**config.mk**
```make
export PLATFORM = sky130hd
export DESIGN_NAME = ysyx_23060192_lsu_flat
export DESIGN_NICKNAME = d
export VERILOG_FILES = /design/src/rtl/ysyx_23060192_lsu_if.sv /design/src/rtl/ysyx_23060192_lsu.sv /design/src/flat_wrapper.sv
export SDC_FILE = /design/constraint.sdc
export NUM_CORES = 1
export LEC_CHECK = 0
export CAP_MARGIN = 20
export CORE_MARGIN = 8
export CORE_UTILIZATION = 43
export CTS_BUF_LIST = sky130_fd_sc_hd__clkbuf_8
export CTS_CLUSTER_DIAMETER = 30
export DETAILED_ROUTE_END_ITERATION = 8
export HOLD_SLACK_MARGIN = 0.08
export PLACE_DENSITY = 0.91
export SYNTH_ARGS = -nofsm -noshare
export SYNTH_HDL_FRONTEND = slang
export SYNTH_SLANG_ARGS = --single-unit
```
**constraint.sdc**
```tcl
create_clock -name clk -period 2.3 [get_ports clk]
set_clock_uncertainty 0.1 [all_clocks]
set_input_delay 0.345 -clock clk [delete_from_list [all_inputs] [get_ports clk]]
set_output_delay 0.345 -clock clk [all_outputs]
set_load 0.01 [all_outputs]
```
**src/rtl/ysyx_23060192_lsu_if.sv**
```systemverilog
// =============================================================================
// ysyx_23060192_lsu_if : core request/response and AXI4-Lite data-bus bundle | Rev 1.0
// =============================================================================
`default_nettype none

interface ysyx_23060192_lsu_if #(
  parameter int ADDR_W = 32,
  parameter int DATA_W = 32
);
  logic              req_valid;
  logic              req_ready;
  logic              req_wen;
  logic [ADDR_W-1:0] req_addr;
  logic [1:0]        req_size;
  logic              req_unsigned;
  logic [DATA_W-1:0] req_wdata;
  logic              resp_valid;
  logic [DATA_W-1:0] resp_rdata;
  logic              resp_err;
  logic [ADDR_W-1:0] araddr;
  logic              arvalid;
  logic              arready;
  logic [DATA_W-1:0] rdata;
  logic [1:0]        rresp;
  logic              rvalid;
  logic              rready;
  logic [ADDR_W-1:0] awaddr;
  logic              awvalid;
  logic              awready;
  logic [DATA_W-1:0] wdata;
  logic [3:0]        wstrb;
  logic              wvalid;
  logic              wready;
  logic [1:0]        bresp;
  logic              bvalid;
  logic              bready;

  // master: the LSU itself; slave: the core plus the memory system around it
  modport master (
    input  req_valid, req_wen, req_addr, req_size, req_unsigned, req_wdata,
    output req_ready, resp_valid, resp_rdata, resp_err,
    output araddr, arvalid, rready, awaddr, awvalid, wdata, wstrb, wvalid, bready,
    input  arready, rdata, rresp, rvalid, awready, wready, bresp, bvalid
  );

  modport slave (
    output req_valid, req_wen, req_addr, req_size, req_unsigned, req_wdata,
    input  req_ready, resp_valid, resp_rdata, resp_err,
    input  araddr, arvalid, rready, awaddr, awvalid, wdata, wstrb, wvalid, bready,
    output arready, rdata, rresp, rvalid, awready, wready, bresp, bvalid
  );
endinterface

`default_nettype wire

```
**src/rtl/ysyx_23060192_lsu.sv**
```systemverilog
// =============================================================================
// ysyx_23060192_lsu : single-outstanding load/store initiator on an AXI4-Lite data bus.
// Optional macro YSYX_23060192_LSU_MISALIGN_CHK_EN rejects misaligned requests | Rev 1.0
// =============================================================================
`default_nettype none

module ysyx_23060192_lsu #(
  parameter int ADDR_W = 32,
  parameter int DATA_W = 32
) (
  input  logic                clk,
  input  logic                rst,
  ysyx_23060192_lsu_if.master bus
);

  typedef enum logic [2:0] {
    S_IDLE = 3'd0,
    S_AR   = 3'd1,
    S_R    = 3'd2,
    S_AW_W = 3'd3,
    S_B    = 3'd4,
    S_RESP = 3'd5
  } state_e;

  state_e            state_q, state_d;
  logic              wen_q, wen_d;
  logic [ADDR_W-1:0] addr_q, addr_d;
  logic [1:0]        size_q, size_d;
  logic              uns_q, uns_d;
  logic [DATA_W-1:0] wdata_q, wdata_d;
  logic              aw_done_q, aw_done_d;
  logic              w_done_q, w_done_d;
  logic [DATA_W-1:0] rdata_q, rdata_d;
  logic              err_q, err_d;

  logic [1:0]        off;
  logic [ADDR_W-1:0] addr_aligned;
  logic [DATA_W-1:0] rd_shifted;
  logic [DATA_W-1:0] load_ext;
  logic [3:0]        st_strb;
  logic [DATA_W-1:0] st_data;
  logic              aw_fire, w_fire;

  assign off          = addr_q[1:0];
  assign addr_aligned = {addr_q[ADDR_W-1:2], 2'b00};
  assign rd_shifted   = bus.rdata >> {off, 3'b000};

  // Size 3 is reserved and handled as a word everywhere.
  always_comb begin
    load_ext = rd_shifted;
    st_strb  = 4'b1111;
    st_data  = wdata_q;
    case (size_q)
      2'd0: begin
        load_ext = {{(DATA_W-8){~uns_q & rd_shifted[7]}}, rd_shifted[7:0]};
        st_strb  = 4'b0001 << off;
        st_data  = {4{wdata_q[7:0]}};
      end
      2'd1: begin
        load_ext = {{(DATA_W-16){~uns_q & rd_shifted[15]}}, rd_shifted[15:0]};
        st_strb  = 4'b0011 << off;
        st_data  = {2{wdata_q[15:0]}};
      end
      default: ;
    endcase
  end

  assign aw_fire = (state_q == S_AW_W) && !aw_done_q && bus.awready;
  assign w_fire  = (state_q == S_AW_W) && !w_done_q && bus.wready;

`ifdef YSYX_23060192_LSU_MISALIGN_CHK_EN
  logic req_misalign;
  assign req_misalign = ((bus.req_size == 2'd1) && (bus.req_addr[1:0] == 2'd3)) ||
                        (bus.req_size[1] && (bus.req_addr[1:0] != 2'd0));
`endif

  always_comb begin
    state_d   = state_q;
    wen_d     = wen_q;
    addr_d    = addr_q;
    size_d    = size_q;
    uns_d     = uns_q;
    wdata_d   = wdata_q;
    aw_done_d = aw_done_q;
    w_done_d  = w_done_q;
    rdata_d   = rdata_q;
    err_d     = err_q;
    case (state_q)
      S_IDLE: begin
        if (bus.req_valid) begin
          wen_d     = bus.req_wen;
          addr_d    = bus.req_addr;
          size_d    = bus.req_size;
          uns_d     = bus.req_unsigned;
          wdata_d   = bus.req_wdata;
          aw_done_d = 1'b0;
          w_done_d  = 1'b0;
          rdata_d   = '0;
          err_d     = 1'b0;
          state_d   = bus.req_wen ? S_AW_W : S_AR;
`ifdef YSYX_23060192_LSU_MISALIGN_CHK_EN
          if (req_misalign) begin
            err_d   = 1'b1;
            state_d = S_RESP;
          end
`endif
        end
      end
      S_AR: if (bus.arready) state_d = S_R;
      S_R: begin
        if (bus.rvalid) begin
          err_d   = (bus.rresp != 2'b00);
          rdata_d = (bus.rresp != 2'b00) ? '0 : load_ext;
          state_d = S_RESP;
        end
      end
      S_AW_W: begin
        aw_done_d = aw_done_q | aw_fire;
        w_done_d  = w_done_q | w_fire;
        if (aw_done_d && w_done_d) state_d = S_B;
      end
      S_B: begin
        if (bus.bvalid) begin
          err_d   = (bus.bresp != 2'b00);
          state_d = S_RESP;
        end
      end
      S_RESP:  state_d = S_IDLE;
      default: state_d = S_IDLE;
    endcase
  end

  always_ff @(posedge clk) begin
    if (rst) begin
      state_q   <= S_IDLE;
      wen_q     <= 1'b0;
      addr_q    <= '0;
      size_q    <= 2'd0;
      uns_q     <= 1'b0;
      wdata_q   <= '0;
      aw_done_q <= 1'b0;
      w_done_q  <= 1'b0;
      rdata_q   <= '0;
      err_q     <= 1'b0;
    end else begin
      state_q   <= state_d;
      wen_q     <= wen_d;
      addr_q    <= addr_d;
      size_q    <= size_d;
      uns_q     <= uns_d;
      wdata_q   <= wdata_d;
      aw_done_q <= aw_done_d;
      w_done_q  <= w_done_d;
      rdata_q   <= rdata_d;
      err_q     <= err_d;
    end
  end

  // Payloads are gated by state so idle outputs read as zero.
  assign bus.req_ready  = (state_q == S_IDLE);
  assign bus.arvalid    = (state_q == S_AR);
  assign bus.araddr     = (state_q == S_AR) ? addr_aligned : '0;
  assign bus.rready     = (state_q == S_R);
  assign bus.awvalid    = (state_q == S_AW_W) && !aw_done_q;
  assign bus.awaddr     = (state_q == S_AW_W) ? addr_aligned : '0;
  assign bus.wvalid     = (state_q == S_AW_W) && !w_done_q;
  assign bus.wstrb      = (state_q == S_AW_W) ? st_strb : 4'b0000;
  assign bus.wdata      = (state_q == S_AW_W) ? st_data : '0;
  assign bus.bready     = (state_q == S_B);
  assign bus.resp_valid = (state_q == S_RESP);
  assign bus.resp_rdata = (state_q == S_RESP) ? rdata_q : '0;
  assign bus.resp_err   = (state_q == S_RESP) && err_q;

  // wen_q is kept for completeness of the captured request; the path is chosen at capture.
  logic unused_ok;
  assign unused_ok = wen_q;

endmodule

`default_nettype wire

```
**src/flat_wrapper.sv**
```systemverilog
// flat-port wrapper written by rule: the top's interface ports become plain ports
module ysyx_23060192_lsu_flat 
#(
  parameter int ADDR_W = 32,
  parameter int DATA_W = 32
)
  (clk, rst, bus_req_valid, bus_req_wen, bus_req_addr, bus_req_size, bus_req_unsigned, bus_req_wdata, bus_req_ready, bus_resp_valid, bus_resp_rdata, bus_resp_err, bus_araddr, bus_arvalid, bus_rready, bus_awaddr, bus_awvalid, bus_wdata, bus_wstrb, bus_wvalid, bus_bready, bus_arready, bus_rdata, bus_rresp, bus_rvalid, bus_awready, bus_wready, bus_bresp, bus_bvalid);
  ysyx_23060192_lsu_if #(.ADDR_W(ADDR_W), .DATA_W(DATA_W)) bus_i ();
  input  logic clk;
  input  logic rst;
  input wire logic [$bits(bus_i.req_valid)-1:0] bus_req_valid;
  input wire logic [$bits(bus_i.req_wen)-1:0] bus_req_wen;
  input wire logic [$bits(bus_i.req_addr)-1:0] bus_req_addr;
  input wire logic [$bits(bus_i.req_size)-1:0] bus_req_size;
  input wire logic [$bits(bus_i.req_unsigned)-1:0] bus_req_unsigned;
  input wire logic [$bits(bus_i.req_wdata)-1:0] bus_req_wdata;
  output wire logic [$bits(bus_i.req_ready)-1:0] bus_req_ready;
  output wire logic [$bits(bus_i.resp_valid)-1:0] bus_resp_valid;
  output wire logic [$bits(bus_i.resp_rdata)-1:0] bus_resp_rdata;
  output wire logic [$bits(bus_i.resp_err)-1:0] bus_resp_err;
  output wire logic [$bits(bus_i.araddr)-1:0] bus_araddr;
  output wire logic [$bits(bus_i.arvalid)-1:0] bus_arvalid;
  output wire logic [$bits(bus_i.rready)-1:0] bus_rready;
  output wire logic [$bits(bus_i.awaddr)-1:0] bus_awaddr;
  output wire logic [$bits(bus_i.awvalid)-1:0] bus_awvalid;
  output wire logic [$bits(bus_i.wdata)-1:0] bus_wdata;
  output wire logic [$bits(bus_i.wstrb)-1:0] bus_wstrb;
  output wire logic [$bits(bus_i.wvalid)-1:0] bus_wvalid;
  output wire logic [$bits(bus_i.bready)-1:0] bus_bready;
  input wire logic [$bits(bus_i.arready)-1:0] bus_arready;
  input wire logic [$bits(bus_i.rdata)-1:0] bus_rdata;
  input wire logic [$bits(bus_i.rresp)-1:0] bus_rresp;
  input wire logic [$bits(bus_i.rvalid)-1:0] bus_rvalid;
  input wire logic [$bits(bus_i.awready)-1:0] bus_awready;
  input wire logic [$bits(bus_i.wready)-1:0] bus_wready;
  input wire logic [$bits(bus_i.bresp)-1:0] bus_bresp;
  input wire logic [$bits(bus_i.bvalid)-1:0] bus_bvalid;
  assign bus_i.req_valid = bus_req_valid;
  assign bus_i.req_wen = bus_req_wen;
  assign bus_i.req_addr = bus_req_addr;
  assign bus_i.req_size = bus_req_size;
  assign bus_i.req_unsigned = bus_req_unsigned;
  assign bus_i.req_wdata = bus_req_wdata;
  assign bus_req_ready = bus_i.req_ready;
  assign bus_resp_valid = bus_i.resp_valid;
  assign bus_resp_rdata = bus_i.resp_rdata;
  assign bus_resp_err = bus_i.resp_err;
  assign bus_araddr = bus_i.araddr;
  assign bus_arvalid = bus_i.arvalid;
  assign bus_rready = bus_i.rready;
  assign bus_awaddr = bus_i.awaddr;
  assign bus_awvalid = bus_i.awvalid;
  assign bus_wdata = bus_i.wdata;
  assign bus_wstrb = bus_i.wstrb;
  assign bus_wvalid = bus_i.wvalid;
  assign bus_bready = bus_i.bready;
  assign bus_i.arready = bus_arready;
  assign bus_i.rdata = bus_rdata;
  assign bus_i.rresp = bus_rresp;
  assign bus_i.rvalid = bus_rvalid;
  assign bus_i.awready = bus_awready;
  assign bus_i.wready = bus_wready;
  assign bus_i.bresp = bus_bresp;
  assign bus_i.bvalid = bus_bvalid;
  ysyx_23060192_lsu #(.ADDR_W(ADDR_W), .DATA_W(DATA_W)) u_core (.clk(clk), .rst(rst), .bus(bus_i));
endmodule
```
After elaboration in Yosys (flattened, before gate mapping). Cells that the tools add are included.

Eq/ne operators: 11. Reductions and logical operators: 20. Bitwise logic cells: 5. Multiplexer cells: 25. Shifts and indexed selects: 3.

Operators with widths (number): two-way mux 32 bit (7); one-hot mux 32 bit (2 select lines) (3); >> shifter 32 x 5 -> 32 bit (1); two-way mux 3 bit (5); one-hot mux 3 bit (5 select lines) (1); one-hot mux 4 bit (2 select lines) (1); nonzero test 2 bit (4); equality test 3 x 2 -> 1 bit, second input constant (2); equality test 3 bit, second input constant (2); logical AND 1 bit (6); != test 2 x 1 -> 1 bit, second input constant (3); AND reduction 5 bit (1); two-way mux 4 bit (1); != test 2 bit, second input constant (2); one-hot mux 1 bit (2 select lines) (2); AND reduction 2 bit (2); AND reduction 4 bit (1); << shifter 1 x 2 -> 4 bit, first input constant (1); << shifter 2 x 2 -> 4 bit, first input constant (1); equality test 3 x 1 -> 1 bit, second input constant (1); zero test 3 bit (1); two-way mux 1 bit (3); one-hot mux 1 bit (3 select lines) (1); AND reduction 3 bit (1); 8 further kinds (11).

Register bits: 105. Input port bits: 112.

Longest topological paths before layout. Gate-level depths: netlist of the first run.

Depth in word-level cells: 7. Mapped depth: 8. Mapped depth without buffers: 4.

Least setup slack after synthesis of the first run. Ideal clock, no wire load.

Path type: register to output. Start: register u_core.addr_q[0]. End: output port bus_wstrb[3]. Stages on the path, launching flop included: 6. Slack: 0.418 ns. Arrival: 1.437 ns. Buffers on the path: 3. Cell sequence: dfxtp_1 > clkbuf_1 > buf_2 > buf_2 > o21ai_0 > a21oi_1.

Longest elaborated chain between the ends: 3. Elaborated cells on any way between the ends: 4. Classes of those cells: 2 x shift; 2 x mux.

Ends and longest elaborated chain: start, declared (line ysyx_23060192_lsu.sv:27) `logic [ADDR_W-1:0] addr_q, addr_d;`; start signal, assigned (line ysyx_23060192_lsu.sv:148) `addr_q <= addr_d;`; << shifter 2 x 2 -> 4 bit / << shifter 1 x 2 -> 4 bit (equally long branches) (line ysyx_23060192_lsu.sv:61, ysyx_23060192_lsu.sv:56); one-hot mux 4 bit (2 select lines) * (line ysyx_23060192_lsu.sv:53) `case (size_q)`; two-way mux 4 bit * (line ysyx_23060192_lsu.sv:167) `assign bus.wstrb = (state_q == S_AW_W) ? st_strb : 4'b0000;`; end, declared (line flat_wrapper.sv:27) `output wire logic [$bits(bus_i.wstrb)-1:0] bus_wstrb;`.

Every way passes the cells marked *; elsewhere a longest branch is shown, timed or not.

Worst setup path in the final report of the first run.
Start: register u_core.state_q[2]. End: output port bus_awaddr[5].

Longest elaborated chain between the ends: 2.

Ends and longest elaborated chain: start, declared (line ysyx_23060192_lsu.sv:25) `state_e state_q, state_d;`; start signal, assigned (line ysyx_23060192_lsu.sv:146) `state_q <= state_d;`; equality test 3 x 2 -> 1 bit (line ysyx_23060192_lsu.sv:165) `assign bus.awaddr = (state_q == S_AW_W) ? addr_aligned : '0;`; two-way mux 32 bit (line ysyx_23060192_lsu.sv:165); end, declared (line flat_wrapper.sv:24) `output wire logic [$bits(bus_i.awaddr)-1:0] bus_awaddr;`.

No other way between the ends.

==> results of run 1 <==
## worst max-delay path, delay by kind of cell (launching register included)
kind | cells | cell delay [ps]
buf+inv | 4 | 690
flops | 1 | 420
simple gates | 2 | 340
## placed cells by master (no fill, tap or decap), types with 2 or more instances in the layout
master and count:
mux2_2 9, clkbuf_16 3, a21oi_1 93, nor3_1 4
dfxtp_1 99, o2bb2ai_1 8, buf_4 18, clkdlybuf4s50_1 111
o21ai_0 3, nor2_1 52, inv_2 2, a22oi_1 9
a211o_1 9, clkbuf_8 9, and2_1 102, nand4b_1 2
nand2_1 151, mux2i_1 27, dlymetal6s2s_1 23, nor3_2 2
inv_1 5, dlygate4sd2_1 112, buf_12 9, dfxtp_2 3
conb_1 4, clkinvlp_4 2, nand2_2 2, a221o_1 8
dfxtp_4 3, mux4_2 8, clkinv_4 2, and3_4 3
bufinv_16 2, or2_2 2, a221oi_1 8, nand3b_1 2
## flip-flops by register name, summed over array words and instances, names as in the netlist
name,cells
u_core.addr_q,32
u_core.rdata_q,32
u_core.wdata_q,32
u_core.state_q,3
u_core.size_q,2
u_core.aw_done_q,1
u_core.err_q,1
u_core.uns_q,1
u_core.w_done_q,1
## power by group through the flow
stage / Clock, uW / Sequential [uW] / Combinational (uW)
2_1_floorplan: 0 / 2050 / 706
4_1_cts: 1310 / 2060 / 1200
6_report: 1280 / 2070 / 1250
3_5_place_dp: 0 / 2100 / 1210
5_1_grt: 1380 / 2090 / 1350
3_3_place_gp: 0 / 2100 / 1190
## repair_timing
| item | CTS | global route |
|---|---|---|
| setup buffers | 0 | 1 |
| cloned | 0 | 3 |
| endpoints found under the hold margin | 0 | 0 |
| gates resized for setup | 129 | 31 |
| endpoints found under the setup margin | 136 | 24 |
## area by class of cell
class | instances | share of cell area, %
tap | 172 | 2.53
sequential | 105 | 24.9
inverter | 6 | 0.265
timing repair buffer | 278 | 32.8
multi-input combinational | 526 | 36.9
clock buffer | 9 | 1.46
clock inverter | 7 | 1.13
## metrics by stage
step	setup WS (ps)	hold WS (ps)	setup TNS [ps]
after floorplan	418	324	0
after global placement	160	341	0
after detailed placement	122	343	0
after CTS	-99.6	209	-1880
after global routing	-17.5	253	-142
final	14.2	237	0
## cell families (layout without fill, tap and decap cells)
group,Yosys count,count (layout),share of synthesized area (%)
compound gates,145,145,16.7
xor+xnor,1,1,0.159
buf+inv,68,300,5.73
flops,105,105,38.1
mux,44,44,10.0
other cells,1,4,0.0679
simple gates,332,332,29.2
## how the worst max path moves through the flow
stage / start / endpoint / slack, ps / cells after the start
4_1_cts: u_core.state_q[1]$_SDFFE_PP0P_ / bus_araddr[23] / -100 / 5
5_1_grt: u_core.state_q[2]$_SDFFE_PP0P_ / bus_awaddr[5] / -20 / 6
2_1_floorplan: u_core.addr_q[0]$_SDFFE_PP0P_ / bus_wstrb[3] / 420 / 5
3_5_place_dp: bus_rdata[31] / u_core.rdata_q[21]$_SDFFE_PP0P_ / 120 / 6
6_report: u_core.state_q[2]$_SDFFE_PP0P_ / bus_awaddr[5] / 10 / 6
3_3_place_gp: bus_rdata[31] / u_core.rdata_q[19]$_SDFFE_PP0P_ / 160 / 6
## routing by layer
layer  GRT usage [%]  wire length, um  up-vias  part of all wire, %
met5               0                0        -                    0
met1            26.3             8090     2758                   39
met2            39.5            10100      253                   49
met4            8.85              520        0                  2.5
met3            6.53             1850       39                  9.0
li1                -                -     2795                    -
==> results.json, run 1 <==
{
  "period_share_pct": 99.4,
  "p_per_area_nw_per_um2": 541,
  "cts.htree.levels": 3,
  "synth_edf_count": 0,
  "fin_util_pct": 67.7,
  "hp-start": "rst",
  "regArea_um2": 2120,
  "maxCapViolCount": 0,
  "num_antenna_cells": 0,
  "grt_pass1_wl_um": 30100,
  "hold_depth": 3,
  "crit_path_end_kind": "primary output",
  "p_leak_uw": 0.00409,
  "yosysWarnings": 0,
  "cts_num_sinks": 105,
  "seqPwrFrac_pct": 45.0,
  "p_sw_share_pct": 31.3,
  "synthCells": 696,
  "die_w_um": 129,
  "dp_hpwl_um": 14600,
  "power.total_uw": 4600,
  "insertion_delay_ps": 390,
  "synth_cell_type_count": 43,
  "worst-setup-path-type": "reg2out",
  "comb_power_share_pct": 27.1,
  "drive_above_1_share_pct": 9.67,
  "nNetsFinal": 1038,
  "yosys-top-cells-count": "nand2_1, dfxtp_1, and2_1",
  "avgSynthCellArea_um2": 7.93,
  "vias": 5845,
  "slew_violations": 0,
  "antenna_found_initial": 0,
  "syn2layout_area_growth_pct": 54.1,
  "async_flop_share_pct": 0,
  "hold_path_end": "u_core.state_q[0]$_SDFFE_PP0P_",
  "die-height_um": 129,
  "crit_path_max_incr_delay_ps": 420,
  "synth-seq-cells": 105,
  "numCtsBuffers": 9,
  "place_congestion": 0.835,
  "hold_viol_final": 0,
  "clockPowerShare_pct": 27.9,
  "switching_power_uw": 1440,
  "io_buffers": 247,
  "fillers": 997,
  "initial_utilization_pct": 43.9,
  "fmaxAchievable_ghz": 0.437,
  "routedWlPerCell_um": 18.6,
  "cts_root_buf": "clkbuf_8",
  "p_int_uw": 3160,
  "synth_area_um2": 5520,
  "r2r-end": "u_core.rdata_q[14]$_SDFFE_PP0P_",
  "firstDrtPassIters": 5,
  "cts_tree": "done",
  "r2r_cells": 5,
  "r2r_setup_slack_ps": 270,
  "grt_max_degree": 70,
  "cp.arrival_ps": 1840,
  "multi_input_area_um2": 3140,
  "critPathLaunchType": "flop",
  "num_rows": 41,
  "synth_top_cell_by_area": "dfxtp_1",
  "ys_seq_area_share_pct": 38.1,
  "clk_path_buf_depth": 2,
  "placed_area_um2": 8230,
  "ant_nets": 0,
  "coreArea_um2": 12600,
  "crit_required_ps": 1860,
  "viasPerCell": 5.30,
  "drt-total-wl_um": 20500,
  "crit_fanout": 20,
  "synth_top_area_share_pct": 38.1,
  "critPathSlowestCell": "dfxtp_2",
  "track_usage_pct": 22.9,
  "drc": 0,
  "relSlewSlack_pct": 43.0,
  "r2r_start": "u_core.addr_q[0]$_SDFFE_PP0P_",
  "dp_cells": 1083,
  "synthTopCellsByArea": "dfxtp_1, and2_1, nand2_1",
  "status": "completed",
  "first_global_vias": 5636,
  "ctsHoldBuffers": 0,
  "dominantRegCellSynth": "dfxtp_1",
  "pin_count": 252,
  "vdd_drop_max_v": 0.000379,
  "design_area_um2": 8510,
  "dieArea_um2": 16700,
  "period_needed_ps": 2290,
  "hp-class": "in2reg",
  "fin_cells": 1103,
  "grt_overflow_total": 0,
  "synth.most_common_cell": "nand2_1",
  "path_clk_slew_ps": 100,
  "path_cells": "inv_2 > and3_4 > buf_4 > clkbuf_16 > and2_1 > dlygate4sd2_1",
  "drt_iter0_drc": 504,
  "worstMarginPinSlew_ps": 848,
  "setup_viol": 0
}
Power figures use the tool's default switching activity.
==> run 2, diff against run 1 <==
CORE_MARGIN = unset   (was 8)
REMOVE_ABC_BUFFERS = 1   (was unset)
==> run 2 against run 1 <==
Compared with the run above:
- register-to-register slack got worse by 40 ps
- global-route usage rose by 4.0 points
- via count fell by 0.38%
- critical path depth fell by 1
- combinational power rose by 3%
- fmax rose by 2.5%
- highest routed layer unchanged
- utilization rose by 0.070 points
==> results.json, run 2 (synthesized netlist as in run 1, its figures left out) <==
{
  "pin_count": 252,
  "antenna_found_initial": 0,
  "grt_pass1_wl_um": 27500,
  "maxCapViolCount": 0,
  "place_ws_ps": -9.61,
  "crit_path_max_incr_delay_ps": 370,
  "drc": 0,
  "io_buffers": 247,
  "drt_iter0_drc": 533,
  "first_global_vias": 5253,
  "drive_above_1_share_pct": 11.7,
  "cts.htree.levels": 3,
  "vias": 5823,
  "status": "completed",
  "use_met3_pct": 7.06,
  "cts_root_buf": "clkbuf_8",
  "path_clk_slew_ps": 100,
  "setup_tns_ps": 0,
  "place_congestion": 0.843,
  "slew_violations": 0,
  "grt_overflow_total": 0,
  "critPathLaunchType": "flop",
  "p_leak_uw": 0.00397,
  "insertion_delay_ps": 380,
  "fmaxAchievable_ghz": 0.448,
  "use_met1_pct": 32.2,
  "grt_max_degree": 74,
  "clk_path_buf_depth": 2,
  "period_needed_ps": 2230,
  "worstMarginPinSlew_ps": 990,
  "dp_hpwl_um": 12800,
  "num_antenna_cells": 0,
  "die-height_um": 115,
  "initial_utilization_pct": 43.9,
  "p_per_area_nw_per_um2": 520,
  "vdd_drop_max_v": 0.000274,
  "numCtsBuffers": 9,
  "viasPerCell": 5.25,
  "crit_path_end_kind": "primary output",
  "syn2layout_area_growth_pct": 54.3,
  "critPathSlowestCell": "dfxtp_2",
  "die_w_um": 115,
  "drt-total-wl_um": 18300,
  "crit_fanout": 15,
  "gr-usage-met2_pct": 46.3,
  "cts_num_sinks": 105,
  "relSlewSlack_pct": 33.5,
  "top_usage_layer": "met2",
  "cp.arrival_ps": 1790,
  "hold_viol_final": 0,
  "worst-setup-path-type": "reg2out",
  "reg.largest.list": "u_core.addr_q x32, u_core.rdata_q x32, u_core.wdata_q x32",
  "firstDrtPassIters": 5,
  "cts_tree": "done",
  "path_cells": "buf_4 > and3_4 > bufbuf_16 > and2_1 > clkdlybuf4s15_1",
  "ant_nets": 0,
  "rsz0062_at_grt": "true",
  "dieArea_um2": 13300,
  "track_usage_pct": 26.9,
  "final_common_cell": "nand2_1",
  "routedWlPerCell_um": 16.5,
  "coreArea_um2": 12600,
  "setup_viol": 0,
  "nNetsFinal": 1045,
  "final_cell_mix": "nand2_1, clkdlybuf4s50_1, and2_1",
  "hp-class": "in2reg",
  "num_rows": 41,
  "period_share_pct": 97.0,
  "crit_required_ps": 1860,
  "setup_ws_ps": 69.8
}
## run 2: changes by cell type in the layout (fill, tap and decap cells not counted), sizes merged, moves of 2 or more
cell	change
dlygate4sd2	-25
bufinv	-2
clkdlybuf4s50	+4
dlymetal6s2s	-4
bufbuf	+3
clkdlybuf4s15	+15
clkbuf	+8
buf	+7
## run 2: per-layer routing
| layer | vias to the layer above | wire [um] |
|---|---|---|
| li1 | 2804 | - |
| met1 | 2713 | 7280 |
| met4 | 0 | 467 |
| met5 | - | 0 |
| met3 | 35 | 1580 |
| met2 | 271 | 8980 |
## run 2: where the power goes
part           switching [uW]  internal [uW]  total, uW
Sequential                108           1950       2060
Clock                     651            426       1080
Combinational             651            643       1290
## run 2: worst paths after layout
path / startpoint / end / slack, ps / cells past startpoint
worst max-delay path: u_core.state_q[0]$_SDFFE_PP0P_ / bus_araddr[24] / 70 / 5
worst min-delay path: rst / u_core.state_q[2]$_SDFFE_PP0P_ / 230 / 2
worst max register to register: u_core.addr_q[0]$_SDFFE_PP0P_ / u_core.rdata_q[10]$_SDFFE_PP0P_ / 230 / 5
worst min register to register: u_core.wdata_q[23]$_SDFFE_PP0P_ / u_core.wdata_q[23]$_SDFFE_PP0P_ / 360 / 2
## run 2: layout make-up
| type | instances | area [um^2] |
|---|---|---|
| Clock buffer | 10 | 138 |
| Fill cell | 1027 | 4050 |
| Tap cell | 172 | 215 |
| Timing Repair Buffer | 285 | 2830 |
| Sequential cell | 105 | 2110 |
| Inverter | 6 | 22.5 |
| Multi-Input combinational cell | 526 | 3160 |
| Clock inverter | 6 | 40.0 |
## run 2: metrics by stage
step	total power (uW)	util (%)	area (um^2)	cells	hold WS [ps]
after floorplan	2660	-	5240	637	314
after global placement	3290	65.7	8250	1088	334
after detailed placement	3320	65.7	8250	1088	342
after CTS	4440	67.4	8470	1109	224
after global routing	4660	67.8	8520	1110	235
final	4430	67.8	8520	1110	230
## run 2: repair_timing
action / in CTS / in global routing
hold buffers: 0 / 0
cloned: 3 / 0
setup buffers: 2 / 1
resized for setup: 136 / 57
setup endpoints to repair: 135 / 47
## run 2: worst max-delay path, delay by kind of cell, from the launching register on
kind,cells,cell delay (ps)
flops,1,370
simple gates,2,360
buf+inv,3,680
==> run 3, diff against run 2 <==
CORE_UTILIZATION = 39   (was 43)
PLACE_DENSITY = 0.87   (was 0.91)
clock period = 1.9 ns   (was 2.3 ns; I/O delays follow)
==> run 3 against run 2 <==
Compared with the run above:
- critical path depth up 1
- via count rose by 10%
- critical endpoint is now bus_wstrb[2]
- clock power is 46% higher
- total power rose by 38%
- global-route usage up 0.54 points
- final area rose by 12%
- the run now ends with negative setup slack left
- final cell count rose by 5.0%
==> results.json, run 3 (synthesized netlist as in run 1, its figures left out) <==
{
  "final_common_cell": "nand2_1",
  "syn2layout_area_growth_pct": 72.1,
  "vias": 6411,
  "fmaxAchievable_ghz": 0.479,
  "critPathLaunchType": "flop",
  "fin_util_pct": 68.7,
  "io_buffers": 247,
  "grt_overflow_total": 0,
  "dp_hpwl_um": 13300,
  "nNetsFinal": 1093,
  "fillers": 1011,
  "clk_path_buf_depth": 2,
  "first_global_vias": 5967,
  "r2r_setup_slack_ps": -50,
  "drt-total-wl_um": 22200,
  "setup_tns_ps": -8080,
  "worstMarginPinSlew_ps": 589,
  "grt_pass1_wl_um": 31000,
  "cp.arrival_ps": 1700,
  "r2r_start": "u_core.addr_q[1]$_SDFFE_PP0P_",
  "violations": "negative setup slack",
  "grt_max_degree": 81,
  "period_share_pct": 110,
  "hp-start": "rst",
  "maxCapViolCount": 0,
  "hold_depth": 4,
  "p_leak_uw": 0.00395,
  "insertion_delay_ps": 390,
  "dieArea_um2": 14600,
  "antenna_found_initial": 0,
  "hold_slack_ps": 288,
  "hold_viol_final": 0,
  "firstDrtPassIters": 8,
  "ctsHoldBuffers": 0,
  "routedWlPerCell_um": 19.1,
  "slew_violations": 0,
  "worst-setup-path-type": "reg2out",
  "ant_nets": 0,
  "track_usage_pct": 27.5,
  "setup_viol": 110,
  "period_needed_ps": 2090,
  "cts_num_sinks": 105,
  "cts_root_buf": "clkbuf_8",
  "final_cell_mix": "nand2_1, clkdlybuf4s50_1, dfxtp_1",
  "die_w_um": 121,
  "rsz0062_at_grt": "true",
  "crit_fanout": 30,
  "reg.largest.list": "u_core.addr_q x32, u_core.rdata_q x32, u_core.wdata_q x32",
  "drc": 0,
  "cts.htree.levels": 3,
  "relSlewSlack_pct": 60.7,
  "placed_area_um2": 8470,
  "design_area_um2": 9500,
  "drive_above_1_share_pct": 37.3,
  "coreArea_um2": 13800,
  "die-height_um": 121,
  "path_clk_slew_ps": 110,
  "p_per_area_nw_per_um2": 645,
  "num_rows": 43,
  "hp-class": "in2reg",
  "r2r_cells": 5,
  "pin_count": 252,
  "place_congestion": 0.904,
  "crit_required_ps": 1510,
  "vdd_drop_max_v": 0.000320,
  "cts_tree": "done",
  "r2r-end": "u_core.rdata_q[14]$_SDFFE_PP0P_",
  "status": "finished with violations",
  "num_antenna_cells": 0,
  "viasPerCell": 5.50,
  "crit_path_end_kind": "primary output",
  "initial_utilization_pct": 39.9,
  "dp_cells": 1115,
  "fin_cells": 1165,
  "hold_path_end": "u_core.state_q[0]$_SDFFE_PP0P_",
  "numCtsBuffers": 9,
  "drt_iter0_drc": 473,
  "setup_ws_ps": -188
}
run 3: cell types whose count changed in the layout (fill, tap and decap cells not counted), moves of 18 or more:
| cell | previous run | this run |
|---|---|---|
| and2_1 | 102 | 34 |
| and2_4 | 0 | 69 |
| buf_2 | 1 | 47 |
| buf_4 | 22 | 43 |
| buf_6 | 5 | 81 |
| clkdlybuf4s15_2 | 0 | 18 |
| dlygate4sd2_1 | 87 | 1 |
| dlymetal6s2s_1 | 19 | 0 |
run 3: final cells by class:
class                   instances  area [um^2]  area share, %
clock buffers                  10          138           1.45
inverters                       6         22.5          0.237
flip-flops and latches        105         2120           22.4
multi-input cells             527         3440           36.2
well taps                     180          225           2.37
repair buffers                332         3470           36.5
clock inverters                 5         80.1          0.843
run 3: how the worst max path moves through the flow:
stage                                        start                        endpoint  slack [ps]  cells after the start
floorplan           u_core.state_q[0]$_SDFFE_PP0P_   u_core.addr_q[0]$_SDFFE_PP0P_        -640                      4
global placement                     bus_rdata[31]  u_core.rdata_q[8]$_SDFFE_PP0P_        -200                      6
detailed placement                   bus_rdata[31]  u_core.rdata_q[9]$_SDFFE_PP0P_        -290                      6
CTS                 u_core.state_q[2]$_SDFFE_PP0P_                   bus_araddr[4]        -180                      6
global route        u_core.state_q[2]$_SDFFE_PP0P_                    bus_wstrb[2]        -250                      6
finish              u_core.state_q[2]$_SDFFE_PP0P_                    bus_wstrb[2]        -190                      6
run 3: critical path, cell delays in order (launching register included):
cell             delay (ps)
dfxtp_2                 360
inv_2                    60
buf_6                    90
nand3_1                 120
buf_12                  210
a21oi_1                 170
clkdlybuf4s15_2         280
run 3: per-stage QoR:
step | total power [uW] | setup slack [ps]
after detailed placement | 4110 | -292
after CTS | 5920 | -184
after floorplan | 3220 | -639
after global routing | 6380 | -252
final | 6130 | -188
after global placement | 4080 | -203
run 3: timing repair:
action	4_1_cts	5_1_grt
cloned	10	4
pin swaps	12	16
setup buffers	19	3
hold endpoints to repair	0	0
resized for setup	620	111
endpoints found under the setup margin	160	169
run 3: per-layer routing:
metal | vias to the layer above | share of wire, % | track usage, %
li1 | 2910 | - | -
met1 | 3049 | 37 | 30.8
met2 | 386 | 50 | 48.9
met3 | 66 | 9.1 | 5.87
met4 | 0 | 3.8 | 13.5
met5 | - | 0 | 0
run 3: where the power goes:
| group | internal, uW | switching [uW] | total [uW] |
|---|---|---|---|
| clock network | 769 | 811 | 1580 |
| registers | 2360 | 149 | 2510 |
| logic | 1070 | 973 | 2040 |
